## config.mk

```make
export PLATFORM = sky130hd
export DESIGN_NAME = cpu_bus_interface
export DESIGN_NICKNAME = d
export VERILOG_FILES = /design/src/rtl/cpu_bus_interface_pkg.sv /design/src/rtl/cpu_bus_interface.sv
export SDC_FILE = /design/constraint.sdc
export NUM_CORES = 1
export LEC_CHECK = 0
export BUFFER_PORTS_ARGS = -buffer_cell sky130_fd_sc_hd__buf_4
export CORE_MARGIN = 2
export CORE_UTILIZATION = 48
export DETAILED_ROUTE_END_ITERATION = 12
export GPL_ROUTABILITY_DRIVEN = 0
export PLACE_DENSITY = 0.83
export SYNTH_ARGS = -nofsm -noshare
export SYNTH_HDL_FRONTEND = slang
export SYNTH_SLANG_ARGS = --single-unit
```

## constraint.sdc

```tcl
create_clock -name clk -period 3.4 [get_ports clk]
set_clock_uncertainty 0.15 [all_clocks]
set_input_delay 0.68 -clock clk [delete_from_list [all_inputs] [get_ports clk]]
set_output_delay 0.68 -clock clk [all_outputs]
set_load 0.005 [all_outputs]
```

## src/rtl/cpu_bus_interface_pkg.sv

```systemverilog
// Shared codes for cpu_bus_interface: the I/O controller request codes (io_*)
// and the bus FSM state codes (bi_*), kept in step with the shared type.v.
package cpu_bus_interface_pkg;

  localparam logic [2:0] IO_IDLE        = 3'd0;
  localparam logic [2:0] IO_READ_BEGIN  = 3'd1;
  localparam logic [2:0] IO_READ_WAIT   = 3'd2;
  localparam logic [2:0] IO_WRITE_BEGIN = 3'd3;
  localparam logic [2:0] IO_WRITE_WAIT  = 3'd4;

  typedef enum logic [1:0] {
    BI_IDLE  = 2'd0,
    BI_READ  = 2'd1,
    BI_WRITE = 2'd2,
    BI_DONE  = 2'd3
  } bi_state_e;

endpackage

```

## src/rtl/cpu_bus_interface.sv

```systemverilog
// Turns I/O controller read/write requests into strobe/ack bus transactions.
// Optional strobe timeout is built only when CPU_BUS_TIMEOUT_EN is defined.
module cpu_bus_interface
  import cpu_bus_interface_pkg::*;
#(
  parameter int ADDR_WIDTH     = 16,
  parameter int DATA_WIDTH     = 16,
  parameter int TIMEOUT_CYCLES = 255
) (
  input  logic                  clk,
  input  logic                  reset,
  input  logic [2:0]            io_state,
  input  logic [ADDR_WIDTH-1:0] cpu_addr,
  input  logic [DATA_WIDTH-1:0] cpu_wdata,
  output logic                  ready,
  output logic [DATA_WIDTH-1:0] cpu_rdata,
  output logic                  bus_error,
  output logic [ADDR_WIDTH-1:0] mem_addr,
  output logic [DATA_WIDTH-1:0] mem_wdata,
  output logic                  mem_rd,
  output logic                  mem_wr,
  input  logic                  mem_ack,
  input  logic [DATA_WIDTH-1:0] mem_rdata,
  output bi_state_e             dbg_state
);

  // Bus handshake: mem_rd/mem_wr are levels held until a rising clk edge sees
  // mem_ack=1; that edge completes the access and mem_rdata is valid with it.
  bi_state_e             state_q, state_d;
  logic                  mem_rd_q, mem_rd_d;
  logic                  mem_wr_q, mem_wr_d;
  logic                  ready_q, ready_d;
  logic [ADDR_WIDTH-1:0] mem_addr_q, mem_addr_d;
  logic [DATA_WIDTH-1:0] mem_wdata_q, mem_wdata_d;
  logic [DATA_WIDTH-1:0] cpu_rdata_q, cpu_rdata_d;
  logic                  expired;

`ifdef CPU_BUS_TIMEOUT_EN
  localparam int CNT_W = (TIMEOUT_CYCLES > 255) ? $clog2(TIMEOUT_CYCLES + 1) : 8;
  logic [CNT_W-1:0] cnt_q, cnt_d;
  logic             bus_error_q, bus_error_d;

  // The strobe has been up TIMEOUT_CYCLES cycles at the edge where this holds.
  assign expired = (cnt_q == CNT_W'(TIMEOUT_CYCLES - 1));
`else
  assign expired = 1'b0;
`endif

  always_comb begin
    state_d     = state_q;
    mem_rd_d    = mem_rd_q;
    mem_wr_d    = mem_wr_q;
    ready_d     = 1'b0;
    mem_addr_d  = mem_addr_q;
    mem_wdata_d = mem_wdata_q;
    cpu_rdata_d = cpu_rdata_q;
`ifdef CPU_BUS_TIMEOUT_EN
    cnt_d       = '0;
    bus_error_d = bus_error_q;
`endif
    case (state_q)
      BI_IDLE: begin
        if (io_state == IO_READ_BEGIN) begin
          mem_addr_d = cpu_addr;
          mem_rd_d   = 1'b1;
          state_d    = BI_READ;
`ifdef CPU_BUS_TIMEOUT_EN
          bus_error_d = 1'b0;
`endif
        end else if (io_state == IO_WRITE_BEGIN) begin
          mem_addr_d  = cpu_addr;
          mem_wdata_d = cpu_wdata;
          mem_wr_d    = 1'b1;
          state_d     = BI_WRITE;
`ifdef CPU_BUS_TIMEOUT_EN
          bus_error_d = 1'b0;
`endif
        end
      end
      BI_READ, BI_WRITE: begin
        // An ack on the expiry edge still counts as a normal completion.
        if (mem_ack) begin
          if (state_q == BI_READ) cpu_rdata_d = mem_rdata;
          mem_rd_d = 1'b0;
          mem_wr_d = 1'b0;
          ready_d  = 1'b1;
          state_d  = BI_DONE;
        end else if (expired) begin
          if (state_q == BI_READ) cpu_rdata_d = '1;
          mem_rd_d = 1'b0;
          mem_wr_d = 1'b0;
          ready_d  = 1'b1;
          state_d  = BI_DONE;
`ifdef CPU_BUS_TIMEOUT_EN
          bus_error_d = 1'b1;
`endif
        end else begin
`ifdef CPU_BUS_TIMEOUT_EN
          cnt_d = cnt_q + 1'b1;
`endif
        end
      end
      BI_DONE: begin
        state_d = BI_IDLE;
      end
      default: state_d = BI_IDLE;
    endcase
  end

  always_ff @(posedge clk or posedge reset) begin
    if (reset) begin
      state_q     <= BI_IDLE;
      mem_rd_q    <= 1'b0;
      mem_wr_q    <= 1'b0;
      ready_q     <= 1'b0;
      mem_addr_q  <= '0;
      mem_wdata_q <= '0;
      cpu_rdata_q <= '0;
`ifdef CPU_BUS_TIMEOUT_EN
      cnt_q       <= '0;
      bus_error_q <= 1'b0;
`endif
    end else begin
      state_q     <= state_d;
      mem_rd_q    <= mem_rd_d;
      mem_wr_q    <= mem_wr_d;
      ready_q     <= ready_d;
      mem_addr_q  <= mem_addr_d;
      mem_wdata_q <= mem_wdata_d;
      cpu_rdata_q <= cpu_rdata_d;
`ifdef CPU_BUS_TIMEOUT_EN
      cnt_q       <= cnt_d;
      bus_error_q <= bus_error_d;
`endif
    end
  end

`ifdef CPU_BUS_TIMEOUT_EN
  assign bus_error = bus_error_q;
`else
  assign bus_error = 1'b0;
`endif

  assign ready     = ready_q;
  assign cpu_rdata = cpu_rdata_q;
  assign mem_addr  = mem_addr_q;
  assign mem_wdata = mem_wdata_q;
  assign mem_rd    = mem_rd_q;
  assign mem_wr    = mem_wr_q;
  assign dbg_state = state_q;

endmodule

```

==> qor.csv <==
metric,value,unit
cts hold-fix bufs,0,
RSZ-0062 raised after global routing,no,
Worst Hold Launch,cpu_rdata[13]$_DFFE_PP0P_,
vias per cell,4.85,
Clock power frac,16.3,%
routed via count,1435,
CP endpoint kind,register,
TritonCTS clock tree,yes,
post-synth cell types,24,
LEAKAGE,1.59,nW
Post-synth top cells,"dfrtp_1 (53), mux2_2 (39), mux2_4 (10)",
Hold Path Class,register to register,
total global routing track utilization,18.0,%
Sw Pwr,0.730,mW
Post-Syn Nets,192,
worst path buffer plus inverter count,2,
DRT Wirelength,4.52,mm
Synth area leaders,"dfrtp_1 (62%), mux2_2 (20%), mux2_4 (7.0%), ha_1 (1.7%), mux2i_1 (1.4%)",
Nets,300,
DP HPWL,3.40,mm
"Seq/Total Area, Yosys",61.6,%
CP max stage delay,0.67,ns
final hold vios,0,
slew of the pin with the lowest slew margin,1.10,ns
CP max stage cell,or2_1,
# fillers,312,
DRT antenna net count,0,
"CP delay by family, top",simple AND/OR/NAND/NOR gates,
# IOs,108,
Clock Path Buffers,2,
flop and latch count out of synthesis,53,
FP Rows,24,
TritonCTS Buffers,5,
total gr overflow,0,
routed len/inst,15.3,um
cts repair resizes,0,
clk_lat worst skew,0.29,ns
Sum Neg Setup Slack,0,ns
fmax,0.456,GHz
largest net degree at the start of global routing,54,
Seq pwr share,41.8,%
initial antenna violation count,0,
Pre-antenna DRT Iters,3,
design area,0.00308,mm^2
Area Overhead vs Synth,43.1,%
share of Yosys cell area claimed by the top area cell type,61.6,%
worst r2r src,dbg_state[0]$_DFFE_PP0P_,
Period minus WS final,2.19,ns
worst-path cell chain,inv_1 > ha_1 > inv_2 > or2_1 > mux2_2,
initial core utilization,49.8,%
Clock Pin Slew Worst Setup and Hold Paths,0.09,ns
Die W,71.0,um
"count leader, synth",dfrtp_1,
CP Max Fanout,16,
crit path kind,register to register,
setup violators final,0,
Iteration-0 DRC Markers,66,
Gate Count Post-Synth,135,
Synth Warn #,0,
# port buffers,106,
Slew HR,26.7,%
share of cells above drive strength 1,67.6,%
Root Buffer,clkbuf_8,
Pwr Density,858,mW/mm^2
Final Cycle Share,64.4,%
worst endpoint data arrival time,2.23,ns
n_diodes,0,
vias in the first global route,1440,
Critical Path RT,3.44,ns
mapped cell area,0.00215,mm^2
asr flop ratio synth,100,%
max-slew violations,0,
# H-tree levels,2,
Internal,1.91,mW
maximum vdd drop,0.395,mV
Comb pwr share,41.9,%
status,completed,
placed inst area,0.00297,mm^2
Die Footprint,0.00504,mm^2
Setup crit start kind,register,
DRC violations left,0,
Post-CTS Setup Bufs,0,
Syn Area/Cell,16.0,um^2
Die Ht,71.0,um
Clock Sinks,53,
max cap viols,0,
"EDFF count, synth",0,
Main synth FF type,dfrtp_1,
Placeable Area,0.00432,mm^2
post-synth top area cell,dfrtp_1,
CP startpoint,dbg_state[0]$_DFFE_PP0P_,
first-pass GRT wire length,7.03,mm
sw frac,27.6,%
==> cell usage in the layout, fill, tap and decap left out <==
| cell | netlist | final |
|---|---|---|
| mux2i_1 | 3 | 3 |
| or2_1 | 1 | 1 |
| nand3_1 | 1 | 1 |
| a21oi_1 | 2 | 2 |
| inv_1 | 5 | 4 |
| a22o_1 | 1 | 1 |
| buf_4 | 1 | 106 |
| mux2_4 | 10 | 10 |
| bufinv_16 | 0 | 1 |
| nor2b_1 | 1 | 1 |
| o311ai_0 | 1 | 1 |
| mux2_2 | 39 | 39 |
| ha_1 | 3 | 3 |
| nor3b_1 | 1 | 1 |
| clkbuf_1 | 0 | 1 |
| conb_1 | 1 | 1 |
| clkbuf_8 | 0 | 6 |
| nand4b_2 | 1 | 1 |
| dfrtp_1 | 53 | 53 |
| nand2_1 | 3 | 3 |
| nand3b_1 | 1 | 1 |
| nor2_1 | 1 | 1 |
| inv_2 | 1 | 2 |
| nand2b_1 | 1 | 1 |
==> routing by layer <==
metal / GRT usage (%) / part of all wire (%) / up-vias
li1: - / - / 683
met4: 4.40 / 0.75 / 0
met1: 24.9 / 42 / 675
met3: 7.12 / 10 / 5
met2: 26.9 / 47 / 72
met5: 0 / 0 / -
==> path summary, 6_finish.rpt <==
path                                                  end  slack (ns)  depth (start not counted)
worst min-delay path            cpu_rdata[13]$_DFFE_PP0P_        0.36                          1
worst max register to register    mem_addr[3]$_DFFE_PP0P_        1.21                          5
worst max-delay path              mem_addr[3]$_DFFE_PP0P_        1.21                          5
min in group asynchronous        cpu_rdata[0]$_DFFE_PP0P_        0.52                          2
max in group asynchronous        mem_wdata[4]$_DFFE_PP0P_        1.92                          2
worst min register to register  cpu_rdata[13]$_DFFE_PP0P_        0.36                          1
==> area by class of cell <==
| type | instances | area, um^2 | area share, % |
|---|---|---|---|
| clock buffers | 7 | 86.3 | 2.80 |
| clock inverters | 1 | 30.0 | 0.974 |
| inverters | 6 | 22.5 | 0.731 |
| multi-input cells | 71 | 757 | 24.6 |
| flip-flops and latches | 53 | 1330 | 43.0 |
| well taps | 52 | 65.1 | 2.11 |
| repair buffers | 106 | 796 | 25.8 |
==> power by group through the flow <==
stage          Sequential, mW  Clock [mW]  Combinational, mW
4_1_cts                  1.10       0.449               1.13
3_3_place_gp             1.10           0               1.09
2_1_floorplan            1.12           0              0.494
3_5_place_dp             1.12           0               1.12
6_report                 1.11       0.431               1.11
5_1_grt                  1.14       0.472               1.19
==> state kept, by name, indices dropped and copies added (netlist names) <==
signal,cells
mem_addr,16
mem_wr,1
mem_wdata,16
ready,1
cpu_rdata,16
dbg_state,2
mem_rd,1
==> cells by family (layout without fill, tap and decap cells) <==
group	Yosys count	count (layout)	share of synthesized area (%)
simple gates	11	11	3.19
mux	52	52	28.7
other cells	1	1	0.174
flops	53	53	61.6
fa+ha+maj	3	3	1.74
compound gates	4	4	1.28
buf+inv	11	120	3.31
==> stage by stage <==
step	worst slack, ns	hold slack (ns)	cells	util [%]	power, mW
2_1_floorplan	1.28	0.354	135	-	1.62
3_5_place_dp	1.13	0.344	288	68.6	2.24
3_3_place_gp	1.16	0.339	288	68.6	2.19
6_report	1.21	0.361	296	71.3	2.64
4_1_cts	1.19	0.366	296	71.3	2.68
5_1_grt	1.06	0.376	296	71.3	2.80
Note: power is estimated with default switching activity, not from simulation.
